<file path="src/rtl/gpio_pkg.sv">
// Shared definitions for the Wishbone GPIO controller: register addresses,
// bus widths, bus FSM states and the byte-lane mask helper.
package gpio_pkg;

    localparam int GPIO_ADR_W = 4;
    localparam int GPIO_DW    = 32;

    localparam logic [GPIO_ADR_W-1:0] GPIO_OUT_ADR    = 4'h0;
    localparam logic [GPIO_ADR_W-1:0] GPIO_DIR_ADR    = 4'h1;
    localparam logic [GPIO_ADR_W-1:0] GPIO_IN_ADR     = 4'h2;
    localparam logic [GPIO_ADR_W-1:0] GPIO_IRQ_EN_ADR = 4'h3;
    localparam logic [GPIO_ADR_W-1:0] GPIO_RISE_ADR   = 4'h4;
    localparam logic [GPIO_ADR_W-1:0] GPIO_FALL_ADR   = 4'h5;
    localparam logic [GPIO_ADR_W-1:0] GPIO_STATUS_ADR = 4'h6;

    typedef enum logic {
        BUS_IDLE,
        BUS_RESP
    } busState_e;

    // Expands the per-byte select into a per-bit write mask.
    function automatic logic [GPIO_DW-1:0] byteMask(input logic [GPIO_DW/8-1:0] sel);
        logic [GPIO_DW-1:0] mask;
        for (int b = 0; b < GPIO_DW/8; b++) begin
            mask[b*8 +: 8] = {8{sel[b]}};
        end
        return mask;
    endfunction

endpackage

</file>
<file path="src/rtl/gpio_sync_edge.sv">
// Pad input synchroniser with a one-cycle history register, producing
// per-pin rising/falling edge pulses from the last synchroniser stage.
module gpio_sync_edge #(
    parameter int W           = 32,
    parameter int SYNC_STAGES = 2
) (
    input  logic         clk_i,
    input  logic         rst_i,
    input  logic [W-1:0] async_i,
    output logic [W-1:0] sync_o,
    output logic [W-1:0] rise_o,
    output logic [W-1:0] fall_o
);

    logic [SYNC_STAGES-1:0][W-1:0] stage_q;
    logic [W-1:0]                  prev_q;

    always_ff @(posedge clk_i or posedge rst_i) begin
        if (rst_i) begin
            stage_q <= '0;
            prev_q  <= '0;
        end else begin
            stage_q <= {stage_q[SYNC_STAGES-2:0], async_i};
            prev_q  <= stage_q[SYNC_STAGES-1];
        end
    end

    assign sync_o = stage_q[SYNC_STAGES-1];
    assign rise_o = stage_q[SYNC_STAGES-1] & ~prev_q;
    assign fall_o = ~stage_q[SYNC_STAGES-1] & prev_q;

endmodule

</file>
<file path="src/rtl/wb_gpio_ctrl.sv">
// Wishbone-slave GPIO controller: register file, single-cycle-response bus
// FSM and edge-triggered interrupt status with write-1-to-clear.
module wb_gpio_ctrl
    import gpio_pkg::*;
#(
    parameter int GPIO_W      = 32,
    parameter int SYNC_STAGES = 2
) (
    input  logic                  wb_clk_i,
    input  logic                  wb_rst_i,
    input  logic                  wb_cyc_i,
    input  logic                  wb_stb_i,
    input  logic                  wb_we_i,
    input  logic [GPIO_ADR_W-1:0] wb_adr_i,
    input  logic [GPIO_DW/8-1:0]  wb_sel_i,
    input  logic [GPIO_DW-1:0]    wb_dat_i,
    output logic [GPIO_DW-1:0]    wb_dat_o,
    output logic                  wb_ack_o,
    output logic                  wb_err_o,
    input  logic [GPIO_W-1:0]     gpio_i,
    output logic [GPIO_W-1:0]     gpio_o,
    output logic [GPIO_W-1:0]     gpio_oe_o,
    output logic                  irq_o
);

    busState_e state_q, state_d;
    logic ack_q, ack_d;
    logic err_q, err_d;
    logic irq_q, irq_d;
    logic [GPIO_DW-1:0] dat_q, dat_d;

    logic [GPIO_W-1:0] out_q, out_d;
    logic [GPIO_W-1:0] dir_q, dir_d;
    logic [GPIO_W-1:0] irqEn_q, irqEn_d;
    logic [GPIO_W-1:0] riseSel_q, riseSel_d;
    logic [GPIO_W-1:0] fallSel_q, fallSel_d;
    logic [GPIO_W-1:0] status_q, status_d;

    logic [GPIO_W-1:0]  pinSync, pinRise, pinFall;
    logic [GPIO_W-1:0]  setBits, clrBits;
    logic [GPIO_W-1:0]  wrMask, wrData;
    logic [GPIO_DW-1:0] laneMask;
    logic [GPIO_DW-1:0] rdData;
    logic               adrMapped;

    gpio_sync_edge #(
        .W           (GPIO_W),
        .SYNC_STAGES (SYNC_STAGES)
    ) u_sync_edge (
        .clk_i   (wb_clk_i),
        .rst_i   (wb_rst_i),
        .async_i (gpio_i),
        .sync_o  (pinSync),
        .rise_o  (pinRise),
        .fall_o  (pinFall)
    );

    assign setBits   = irqEn_q & ((riseSel_q & pinRise) | (fallSel_q & pinFall));
    assign laneMask  = byteMask(wb_sel_i);
    assign wrMask    = laneMask[GPIO_W-1:0];
    assign wrData    = wb_dat_i[GPIO_W-1:0];
    assign adrMapped = (wb_adr_i <= GPIO_STATUS_ADR);

    // Pins above GPIO_W read back as zero because only the low slice is filled.
    always_comb begin
        rdData = '0;
        case (wb_adr_i)
            GPIO_OUT_ADR:    rdData[GPIO_W-1:0] = out_q;
            GPIO_DIR_ADR:    rdData[GPIO_W-1:0] = dir_q;
            GPIO_IN_ADR:     rdData[GPIO_W-1:0] = pinSync;
            GPIO_IRQ_EN_ADR: rdData[GPIO_W-1:0] = irqEn_q;
            GPIO_RISE_ADR:   rdData[GPIO_W-1:0] = riseSel_q;
            GPIO_FALL_ADR:   rdData[GPIO_W-1:0] = fallSel_q;
            GPIO_STATUS_ADR: rdData[GPIO_W-1:0] = status_q;
            default:         rdData = '0;
        endcase
    end

    // A request is only accepted from IDLE, which forces a gap after every response.
    always_comb begin
        state_d   = state_q;
        ack_d     = 1'b0;
        err_d     = 1'b0;
        dat_d     = '0;
        out_d     = out_q;
        dir_d     = dir_q;
        irqEn_d   = irqEn_q;
        riseSel_d = riseSel_q;
        fallSel_d = fallSel_q;
        clrBits   = '0;

        unique case (state_q)
            BUS_IDLE: begin
                if (wb_cyc_i && wb_stb_i) begin
                    state_d = BUS_RESP;
                    if (adrMapped) begin
                        ack_d = 1'b1;
                        if (wb_we_i) begin
                            case (wb_adr_i)
                                GPIO_OUT_ADR:    out_d     = (out_q & ~wrMask) | (wrData & wrMask);
                                GPIO_DIR_ADR:    dir_d     = (dir_q & ~wrMask) | (wrData & wrMask);
                                GPIO_IRQ_EN_ADR: irqEn_d   = (irqEn_q & ~wrMask) | (wrData & wrMask);
                                GPIO_RISE_ADR:   riseSel_d = (riseSel_q & ~wrMask) | (wrData & wrMask);
                                GPIO_FALL_ADR:   fallSel_d = (fallSel_q & ~wrMask) | (wrData & wrMask);
                                GPIO_STATUS_ADR: clrBits   = wrData & wrMask;
                                default:         clrBits   = '0;
                            endcase
                        end else begin
                            dat_d = rdData;
                        end
                    end else begin
                        err_d = 1'b1;
                    end
                end
            end
            BUS_RESP: state_d = BUS_IDLE;
            default:  state_d = BUS_IDLE;
        endcase

        status_d = (status_q & ~clrBits) | setBits;
        irq_d    = |status_q;
    end

    always_ff @(posedge wb_clk_i or posedge wb_rst_i) begin
        if (wb_rst_i) begin
            state_q   <= BUS_IDLE;
            ack_q     <= 1'b0;
            err_q     <= 1'b0;
            dat_q     <= '0;
            irq_q     <= 1'b0;
            out_q     <= '0;
            dir_q     <= '0;
            irqEn_q   <= '0;
            riseSel_q <= '0;
            fallSel_q <= '0;
            status_q  <= '0;
        end else begin
            state_q   <= state_d;
            ack_q     <= ack_d;
            err_q     <= err_d;
            dat_q     <= dat_d;
            irq_q     <= irq_d;
            out_q     <= out_d;
            dir_q     <= dir_d;
            irqEn_q   <= irqEn_d;
            riseSel_q <= riseSel_d;
            fallSel_q <= fallSel_d;
            status_q  <= status_d;
        end
    end

    assign wb_ack_o  = ack_q;
    assign wb_err_o  = err_q;
    assign wb_dat_o  = dat_q;
    assign gpio_o    = out_q;
    assign gpio_oe_o = dir_q;
    assign irq_o     = irq_q;

endmodule

</file>
<file path="config.mk">
export PLATFORM = sky130hd
export DESIGN_NAME = wb_gpio_ctrl
export DESIGN_NICKNAME = d
export VERILOG_FILES = /design/src/rtl/gpio_pkg.sv /design/src/rtl/gpio_sync_edge.sv /design/src/rtl/wb_gpio_ctrl.sv
export SDC_FILE = /design/constraint.sdc
export NUM_CORES = 1
export LEC_CHECK = 0
export CELL_PAD_IN_SITES_DETAIL_PLACEMENT = 1
export CELL_PAD_IN_SITES_GLOBAL_PLACEMENT = 2
export CORE_UTILIZATION = 35
export DETAILED_ROUTE_END_ITERATION = 7
export PLACE_DENSITY = 0.74
export SYNTH_ARGS = -nofsm -noshare
export SYNTH_HDL_FRONTEND = slang
export SYNTH_SLANG_ARGS = --single-unit
</file>
<file path="constraint.sdc">
create_clock -name wb_clk_i -period 15.7 [get_ports wb_clk_i]
set_input_delay 3.14 -clock wb_clk_i [delete_from_list [all_inputs] [get_ports wb_clk_i]]
set_output_delay 3.14 -clock wb_clk_i [all_outputs]
set_load 0.01 [all_outputs]
</file>
==> impl_metrics.py, run 1 <==
metrics = {
    "global_routing": {
        "use_met1": 0.289,
        "busiest_layer": "met2",
        "first_global_vias": 8976,
        "antenna_found_initial": 0,
        "track_usage": 0.200,
        "grt_util_met2": 0.307,
        "overflow": 0,
        "grt_first_pass_wirelength_mm": 56.9,
        "grt_max_degree": 125,
        "met3_usage": 0.0385,
    },
    "logic_synthesis": {
        "synth_seq_cells": 324,
        "synthCells": 875,
        "synth_fa_ha_area_frac": 0,
        "seq_area_frac_synth": 0.632,
        "ys.flop_type": "dfrtp_1",
        "synth_top_family_by_area": "multiplexers",
        "async_reset_ff_frac": 1.00,
        "syn-mean-instance-area_sq_um": 14.7,
        "synth-edff-count": 0,
        "ys_types": 28,
        "yosysTopAreaCell": "dfrtp_1",
        "syn-num-nets": 952,
        "synth_top_area_frac": 0.632,
        "syn_area_sq_um": 12800,
        "synth_xor_area_frac": 0,
        "synth_compound_area_frac": 0.116,
        "synth.area.mux_share": 0.140,
        "synth.top_cells.by_area": "dfrtp_1 63%, mux2_2 14%, a22oi_1 3.7%",
        "yosys.area_share.simple": 0.0962,
        "yosys_warnings": 0,
    },
    "cells_and_area": {
        "post-route-util": 0.455,
        "final_cell_mix": "324 x dfrtp_1, 175 x clkdlybuf4s50_1, 154 x mux2_2",
        "layout_commonest_cell": "dfrtp_1",
        "final_nets": 1131,
        "antennaDiodeCount": 0,
        "drive_gt1_frac": 0.231,
        "area_delta_synth_final_pct": 27.1,
    },
    "worst_setup_path": {
        "critical-path-max-stage-delay_ps": 920,
        "required_ps": 16070,
        "crit_path_start_kind": "input pin",
        "cp_data_arrival_time_ps": 6210,
        "crit_slowest_cell": "a31o_2",
        "cp_top_family": "buffers and inverters",
        "cp-end-kind": "flop",
        "cp.buffers_inverters": 2,
        "crit_chain": "clkdlybuf4s50_1, a31o_2, or3_1, buf_4, a31oi_1",
        "path_max_fanout": 23,
        "worstSetupPathType": "input pin to flop",
    },
    "route": {
        "drt_first_iter_violations": 689,
        "drt_first_pass_iters": 8,
        "drcViolationCount": 7,
        "wirelength_mm": 37.1,
        "ant_nets": 0,
        "vias": 8653,
        "routed_via_density": 5.62,
        "wire_per_inst_um": 24.1,
    },
    "place": {
        "place_congestion": 0.767,
        "portBuffers": 175,
        "dpl.hpwl_mm": 23.0,
        "pre_cts_ws_ps": 9330,
    },
    "clock_tree": {
        "cts.htree.levels": 2,
        "clock_sinks": 324,
        "tritoncts": "done",
        "clk_pin_slew_worst_paths_ps": 60,
        "post_cts_buffers": 0,
        "hold_buffers": 0,
        "cts_buffer_depth": 3,
        "cts_resized": 0,
        "worstSkewPairLatency_ps": 510,
        "numCtsBuffers": 37,
        "root_buffer": "clkbuf_16",
    },
    "job": {
        "cap_violations": 0,
    },
    "status": {
        "status": "finished with violations",
        "failed_checks": "design-rule violations",
    },
    "power_and_ir_drop": {
        "p_int_mw": 1.47,
        "swShare": 0.224,
        "p_sw_mw": 0.423,
        "total_power_mw": 1.89,
        "p_leak_nw": 6.73,
        "power_density_nw_per_um2": 116,
        "pwr-share-comb": 0.063,
        "clkPwrFrac": 0.464,
        "ir_drop_v": 0.0000679,
        "power_frac_seq": 0.473,
    },
    "floorplan": {
        "ios": 176,
        "die_w_um": 194,
        "dieHeight_um": 194,
        "fp-row-count": 69,
        "core-area_sq_um": 35800,
        "initial_core_util": 0.358,
        "die-area_sq_um": 37400,
    },
    "timing": {
        "fin_worst_skew_ps": 18.0,
        "finalSetupViolations": 0,
        "finalMaxSlewViolations": 0,
        "setup_slack_ps": 9850,
        "final.setup.tns_ps": 0,
        "timing.slew.headroom": 0.146,
        "post-route-period-util": 0.372,
        "rsz0062_at_grt": "no",
        "hold_slack_ps": 345,
        "hold_viol": 0,
        "worst_pin_slew_ps": 1280,
        "clock.fmax_mhz": 171,
        "period_needed_ps": 5850,
    },
    "hold_path": {
        "hp-class": "flop to flop",
    },
}
## cells in the mapped netlist (16+ instances only)
cell,instances
a221o_1,32
a222oi_1,32
a22oi_1,64
a31oi_1,32
clkbuf_1,31
dfrtp_1,324
mux2_2,154
nand2_1,36
nand3b_1,33
nor2b_1,33
nor4_4,16
o21ai_0,32
## cell families (layout without fill, tap and decap cells)
| group | after synthesis | in the layout |
|---|---|---|
| DFF | 324 | 324 |
| AOI/OAI and AO/OA | 193 | 193 |
| muxes | 160 | 160 |
| and+or+nand+nor | 152 | 152 |
| buffers and inverters | 46 | 251 |
## power by group through the flow
stage          clock network [mW]  registers (mW)  logic [mW]
2_1_floorplan                   0           0.904      0.0541
3_3_place_gp                    0           0.907       0.119
3_5_place_dp                    0           0.908       0.121
4_1_cts                     0.895           0.893       0.122
5_1_grt                     0.931           0.897       0.129
6_report                    0.876           0.893       0.119
## cell type report
class	instances	area, sq um
fill	3572	19500
clock buffer	54	1080
tap	461	577
timing repair buffer	184	1820
sequential	324	8110
multi-input combinational	505	4550
inverter	2	15.0
clock inverter	11	161
## metrics by stage
stage | cells | area (sq um)
global placement | 1476 | 15100
CTS | 1541 | 16300
finish | 1541 | 16300
detailed placement | 1476 | 15100
floorplan | 875 | 12800
global route | 1541 | 16300
## worst paths after layout
kind,slack [ps],end,depth (start not counted),startpoint
min in group asynchronous,3200,u_sync_edge.stage_q[14]$_DFF_PP0_,2,wb_rst_i
max reg2reg,13130,wb_dat_o[15]$_DFF_PP0_,5,state_q$_DFF_PP0_
max,9850,wb_dat_o[15]$_DFF_PP0_,5,wb_adr_i[1]
min reg2reg,350,u_sync_edge.sync_o[12]$_DFF_PP0_,0,u_sync_edge.stage_q[12]$_DFF_PP0_
max in group asynchronous,10950,status_q[31]$_DFF_PP0_,3,wb_rst_i
min,350,u_sync_edge.sync_o[12]$_DFF_PP0_,0,u_sync_edge.stage_q[12]$_DFF_PP0_
## layer usage
layer,vias to the layer above,routed length (um)
li1,3755,-
met1,4562,17400
met2,280,16800
met3,56,2050
met4,0,823
met5,-,0
Note: power is estimated with default switching activity, not from simulation.
==> run 2: changes to the inputs <==
==> constraint.sdc (replaced) <==
create_clock -name wb_clk_i -period 5.8 [get_ports wb_clk_i]
set_input_delay 1.16 -clock wb_clk_i [delete_from_list [all_inputs] [get_ports wb_clk_i]]
set_output_delay 1.16 -clock wb_clk_i [all_outputs]
set_load 0.01 [all_outputs]
==> run 2 against run 1 <==
- final area fell by 0.27%
- count of clock-buffer cells in the layout fell by 3
- largest power group unchanged
- highest routed layer unchanged
- register-to-register slack got worse by 9600 ps
- total power rose to 2.6 times the previous value
- the flow still finishes with violations (design-rule violations)
- flip-flop and latch count did not move
- sequential share of layout area rose by 0.13 points
- sequential power rose to 2.7 times the previous value
==> impl_metrics.py, run 2 (synthesis results as in run 1) <==
metrics = {
    "status": {
        "status": "finished with violations",
        "failed_checks": "design-rule violations",
    },
    "cells_and_area": {
        "drive_gt1_frac": 0.230,
        "layout_commonest_cell": "dfrtp_1",
        "final_cell_mix": "324 x dfrtp_1, 175 x clkdlybuf4s50_1, 154 x mux2_2",
        "area_delta_synth_final_pct": 26.7,
        "final_nets": 1131,
        "antennaDiodeCount": 0,
        "stdcell_area_sq_um": 16300,
    },
    "route": {
        "drcViolationCount": 14,
        "ant_nets": 0,
        "routed_via_density": 5.66,
        "drt_first_iter_violations": 787,
        "vias": 8698,
        "wire_per_inst_um": 24.1,
        "drt_first_pass_iters": 8,
        "wirelength_mm": 37.0,
    },
    "power_and_ir_drop": {
        "pwr-share-comb": 0.065,
        "ir_drop_v": 0.000213,
        "clkPwrFrac": 0.451,
        "swShare": 0.228,
        "total_power_mw": 5.00,
        "p_int_mw": 3.86,
        "power_density_nw_per_um2": 307,
        "p_sw_mw": 1.14,
        "power_frac_seq": 0.484,
        "p_leak_nw": 6.71,
    },
    "worst_setup_path": {
        "path_depth": 5,
        "critical-path-max-stage-delay_ps": 900,
        "cp_top_family": "buffers and inverters",
        "crit_path_start_kind": "input pin",
        "required_ps": 6170,
        "cp_data_arrival_time_ps": 4040,
        "cp-end-kind": "flop",
        "path_max_fanout": 23,
        "reg2regPathDepth": 4,
        "cp.buffers_inverters": 2,
        "crit_slowest_cell": "a31o_2",
        "crit_chain": "clkdlybuf4s50_1, a31o_2, or3_1, buf_12, a31oi_1",
        "worstSetupPathType": "input pin to flop",
    },
    "clock_tree": {
        "clock_sinks": 324,
        "cts_resized": 0,
        "tritoncts": "done",
        "root_buffer": "clkbuf_16",
        "numCtsBuffers": 37,
        "post_cts_buffers": 0,
        "clk_pin_slew_worst_paths_ps": 50,
        "cts.htree.levels": 2,
        "hold_buffers": 0,
        "worstSkewPairLatency_ps": 520,
        "cts_buffer_depth": 3,
    },
    "timing": {
        "clock.fmax_mhz": 273,
        "rsz0062_at_grt": "no",
        "hold_viol": 0,
        "finalSetupViolations": 0,
        "fin_worst_skew_ps": 8.78,
        "final.setup.tns_ps": 0,
        "period_needed_ps": 3670,
        "post-route-period-util": 0.632,
        "finalMaxSlewViolations": 0,
        "worst_pin_slew_ps": 1190,
        "timing.slew.headroom": 0.206,
    },
    "floorplan": {
        "initial_core_util": 0.358,
        "core-area_sq_um": 35800,
        "die_w_um": 194,
        "die-area_sq_um": 37400,
        "fp-row-count": 69,
        "ios": 176,
        "dieHeight_um": 194,
    },
    "global_routing": {
        "track_usage": 0.200,
        "grt_max_degree": 132,
        "antenna_found_initial": 0,
        "overflow": 0,
        "grt_first_pass_wirelength_mm": 57.4,
        "first_global_vias": 9187,
    },
    "place": {
        "placed_area_sq_um": 15100,
        "place_congestion": 0.751,
        "portBuffers": 175,
        "dpl.hpwl_mm": 22.8,
    },
    "job": {
        "cap_violations": 0,
    },
    "hold_path": {
        "hp-class": "flop to flop",
        "holdPathStages": 0,
    },
}
==> run 2: changes by cell type in the layout (fill, tap and decap cells not counted), sizes merged <==
cell,delta
clkbuf,-3
bufinv,-2
==> run 2: routing by layer <==
| metal | GRT usage | vias up | wire, um |
|---|---|---|---|
| li1 | - | 3758 | - |
| met1 | 0.288 | 4614 | 17300 |
| met2 | 0.307 | 272 | 16900 |
| met3 | 0.0391 | 54 | 2040 |
| met4 | 0.0527 | 0 | 724 |
| met5 | 0 | - | 0 |
==> run 2: stage by stage <==
step | instances | worst slack (ps) | hold WS [ps] | util
after floorplan | 875 | 317 | 331 | -
after global placement | 1476 | 1780 | 332 | 0.422
after detailed placement | 1476 | 1650 | 336 | 0.422
after global routing | 1536 | 2000 | 353 | 0.454
final | 1536 | 2130 | 345 | 0.454
after CTS | 1536 | 2160 | 348 | 0.454
==> run 2: worst paths after layout <==
path                       slack (ps)                                to                         startpoint
setup / recovery                 2130            wb_dat_o[28]$_DFF_PP0_                        wb_adr_i[2]
hold / removal                    350  u_sync_edge.sync_o[31]$_DFF_PP0_  u_sync_edge.stage_q[31]$_DFF_PP0_
setup reg to reg                 3550                              flop                  state_q$_DFF_PP0_
hold reg to reg                   350  u_sync_edge.sync_o[31]$_DFF_PP0_  u_sync_edge.stage_q[31]$_DFF_PP0_
max in group asynchronous        3860  u_sync_edge.prev_q[30]$_DFF_PP0_                           wb_rst_i
min in group asynchronous        1190                         async pin                           wb_rst_i
==> run 2: area by class of cell <==
type	instances	area (sq um)
Clock buffer	51	1060
Clock inverter	9	105
Fill cell	3563	19600
Inverter	2	11.3
Multi-Input combinational cell	505	4550
Sequential cell	324	8110
Tap cell	461	577
Timing Repair Buffer	184	1860
==> run 2: power by group through the flow <==
stage / clock network [mW] / registers, mW / logic (mW)
global route: 2.41 / 2.43 / 0.353
global placement: 0 / 2.46 / 0.323
floorplan: 0 / 2.45 / 0.147
finish: 2.25 / 2.42 / 0.325
CTS: 2.33 / 2.42 / 0.332
detailed placement: 0 / 2.46 / 0.330
==> run 3: changes to the inputs <==
--- a/config.mk
+++ b/config.mk
@@ -9,7 +9,7 @@
 export CELL_PAD_IN_SITES_GLOBAL_PLACEMENT = 2
 export CORE_UTILIZATION = 35
 export DETAILED_ROUTE_END_ITERATION = 7
-export PLACE_DENSITY = 0.74
+export PLACE_DENSITY = 0.77
 export SYNTH_ARGS = -nofsm -noshare
 export SYNTH_HDL_FRONTEND = slang
 export SYNTH_SLANG_ARGS = --single-unit
==> constraint.sdc (replaced) <==
create_clock -name wb_clk_i -period 3.25 [get_ports wb_clk_i]
set_input_delay 0.65 -clock wb_clk_i [delete_from_list [all_inputs] [get_ports wb_clk_i]]
set_output_delay 0.65 -clock wb_clk_i [all_outputs]
set_load 0.01 [all_outputs]
==> run 3 against run 2 <==
- the run still ends with design-rule violations left
- sequential share of layout area fell by 1.3 points
- utilization increased by 1.3 points
- first-iteration DRC count down 11%
- wire length rose by 2.0%
- flip-flop and latch count is the same
- final area is 2.8% higher
- die area did not move
- worst setup slack got worse by 1500 ps
- combinational power is 89% higher
- clock power rose by 84%
- register-to-register slack worse by 2500 ps
==> impl_metrics.py, run 3 (synthesis results as in run 1) <==
metrics = {
    "timing": {
        "hold_slack_ps": 342,
        "fin_worst_skew_ps": 18.3,
        "finalSetupViolations": 0,
        "rsz0062_at_grt": "no",
        "post-route-period-util": 0.811,
        "finalMaxSlewViolations": 0,
        "period_needed_ps": 2640,
        "clock.fmax_mhz": 379,
        "timing.slew.headroom": 0.565,
        "hold_viol": 0,
        "worst_pin_slew_ps": 652,
    },
    "route": {
        "vias": 8893,
        "ant_nets": 0,
        "wirelength_mm": 37.8,
        "drt_first_pass_iters": 8,
        "routed_via_density": 5.60,
        "wire_per_inst_um": 23.8,
        "drcViolationCount": 10,
        "drt_first_iter_violations": 702,
    },
    "hold_path": {
        "holdPathEnd": "u_sync_edge.sync_o[15]$_DFF_PP0_",
        "hp-class": "flop to flop",
        "holdPathStages": 0,
        "hp-start": "u_sync_edge.stage_q[15]$_DFF_PP0_",
    },
    "cells_and_area": {
        "final_cell_mix": "324 x dfrtp_1, 175 x clkdlybuf4s50_1, 154 x mux2_2",
        "drive_gt1_frac": 0.266,
        "area_delta_synth_final_pct": 30.3,
        "antennaDiodeCount": 0,
        "final_nets": 1179,
        "layout_commonest_cell": "dfrtp_1",
        "stdcell_area_sq_um": 16700,
    },
    "worst_setup_path": {
        "startpoint": "wb_adr_i[0]",
        "cp-end-kind": "flop",
        "rrSetupSlack_ps": 1060,
        "crit_path_start_kind": "input pin",
        "required_ps": 3640,
        "worstSetupPathType": "input pin to flop",
        "path_max_fanout": 8,
        "worstReg2RegEnd": "status_q[4]$_DFF_PP0_",
        "reg2regPathDepth": 4,
        "cp_data_arrival_time_ps": 3030,
        "r2r_start": "state_q$_DFF_PP0_",
    },
    "clock_tree": {
        "tritoncts": "done",
        "worstSkewPairLatency_ps": 520,
        "hold_buffers": 0,
        "cts.htree.levels": 2,
        "cts_resized": 0,
        "clock_sinks": 324,
        "clk_pin_slew_worst_paths_ps": 50,
        "root_buffer": "clkbuf_16",
        "cts_buffer_depth": 3,
        "post_cts_buffers": 0,
        "numCtsBuffers": 36,
    },
    "place": {
        "placed_area_sq_um": 15500,
        "dpl.hpwl_mm": 24.5,
        "place_congestion": 0.801,
        "portBuffers": 175,
    },
    "job": {
        "cap_violations": 0,
    },
    "global_routing": {
        "track_usage": 0.205,
        "overflow": 0,
        "antenna_found_initial": 0,
        "first_global_vias": 9620,
        "grt_max_degree": 80,
        "grt_first_pass_wirelength_mm": 59.2,
    },
    "power_and_ir_drop": {
        "power_density_nw_per_um2": 542,
        "p_leak_nw": 6.99,
        "ir_drop_v": 0.000281,
        "total_power_mw": 9.06,
    },
    "floorplan": {
        "die-area_sq_um": 37400,
        "initial_core_util": 0.358,
        "dieHeight_um": 194,
        "die_w_um": 194,
        "core-area_sq_um": 35800,
        "fp-row-count": 69,
        "ios": 176,
    },
    "status": {
        "status": "finished with violations",
        "failed_checks": "design-rule violations",
    },
}
-- run 3: worst max path at each step --
stage,endpoint,cells past startpoint
3_5_place_dp,flop,6
3_3_place_gp,flop,6
4_1_cts,flop,6
2_1_floorplan,async pin,1
5_1_grt,flop,6
6_report,flop,6
-- run 3: area by class of cell --
cell class	count	area, sq um
Fill cell	3541	19100
Sequential cell	324	8110
Multi-Input combinational cell	505	4550
Timing Repair Buffer	233	2270
Clock buffer	50	1050
Tap cell	461	577
Clock inverter	12	143
Inverter	2	11.3
-- run 3: power breakdown --
part	leakage [nW]	total, mW	switching (mW)	internal (mW)
Combinational	2.29	0.615	0.315	0.300
Clock	0.598	4.13	1.62	2.50
Sequential	4.10	4.32	0.126	4.19
Total	6.99	9.06	2.06	6.99
-- run 3: metal layers --
layer / up-vias / track usage / share of wire
met3: 43 / 0.0298 / 0.047
met2: 253 / 0.329 / 0.48
met5: - / 0 / 0
met4: 0 / 0.0513 / 0.015
li1: 3845 / - / -
met1: 4752 / 0.290 / 0.46
-- run 3: through the flow --
step | worst slack [ps] | util | TNS [ps] | std cells
floorplan | -1720 | - | -558170 | 875
global placement | 172 | 0.433 | 0 | 1525
detailed placement | 98.9 | 0.433 | 0 | 1525
CTS | 633 | 0.467 | 0 | 1587
global route | 516 | 0.467 | 0 | 1587
finish | 614 | 0.467 | 0 | 1587
-- run 3: critical path, stage by stage --
cell and delay (ps):
clkdlybuf4s50_1 550, buf_4 240, or4_1 660, nor4_4 330, buf_4 230, mux2_1 350
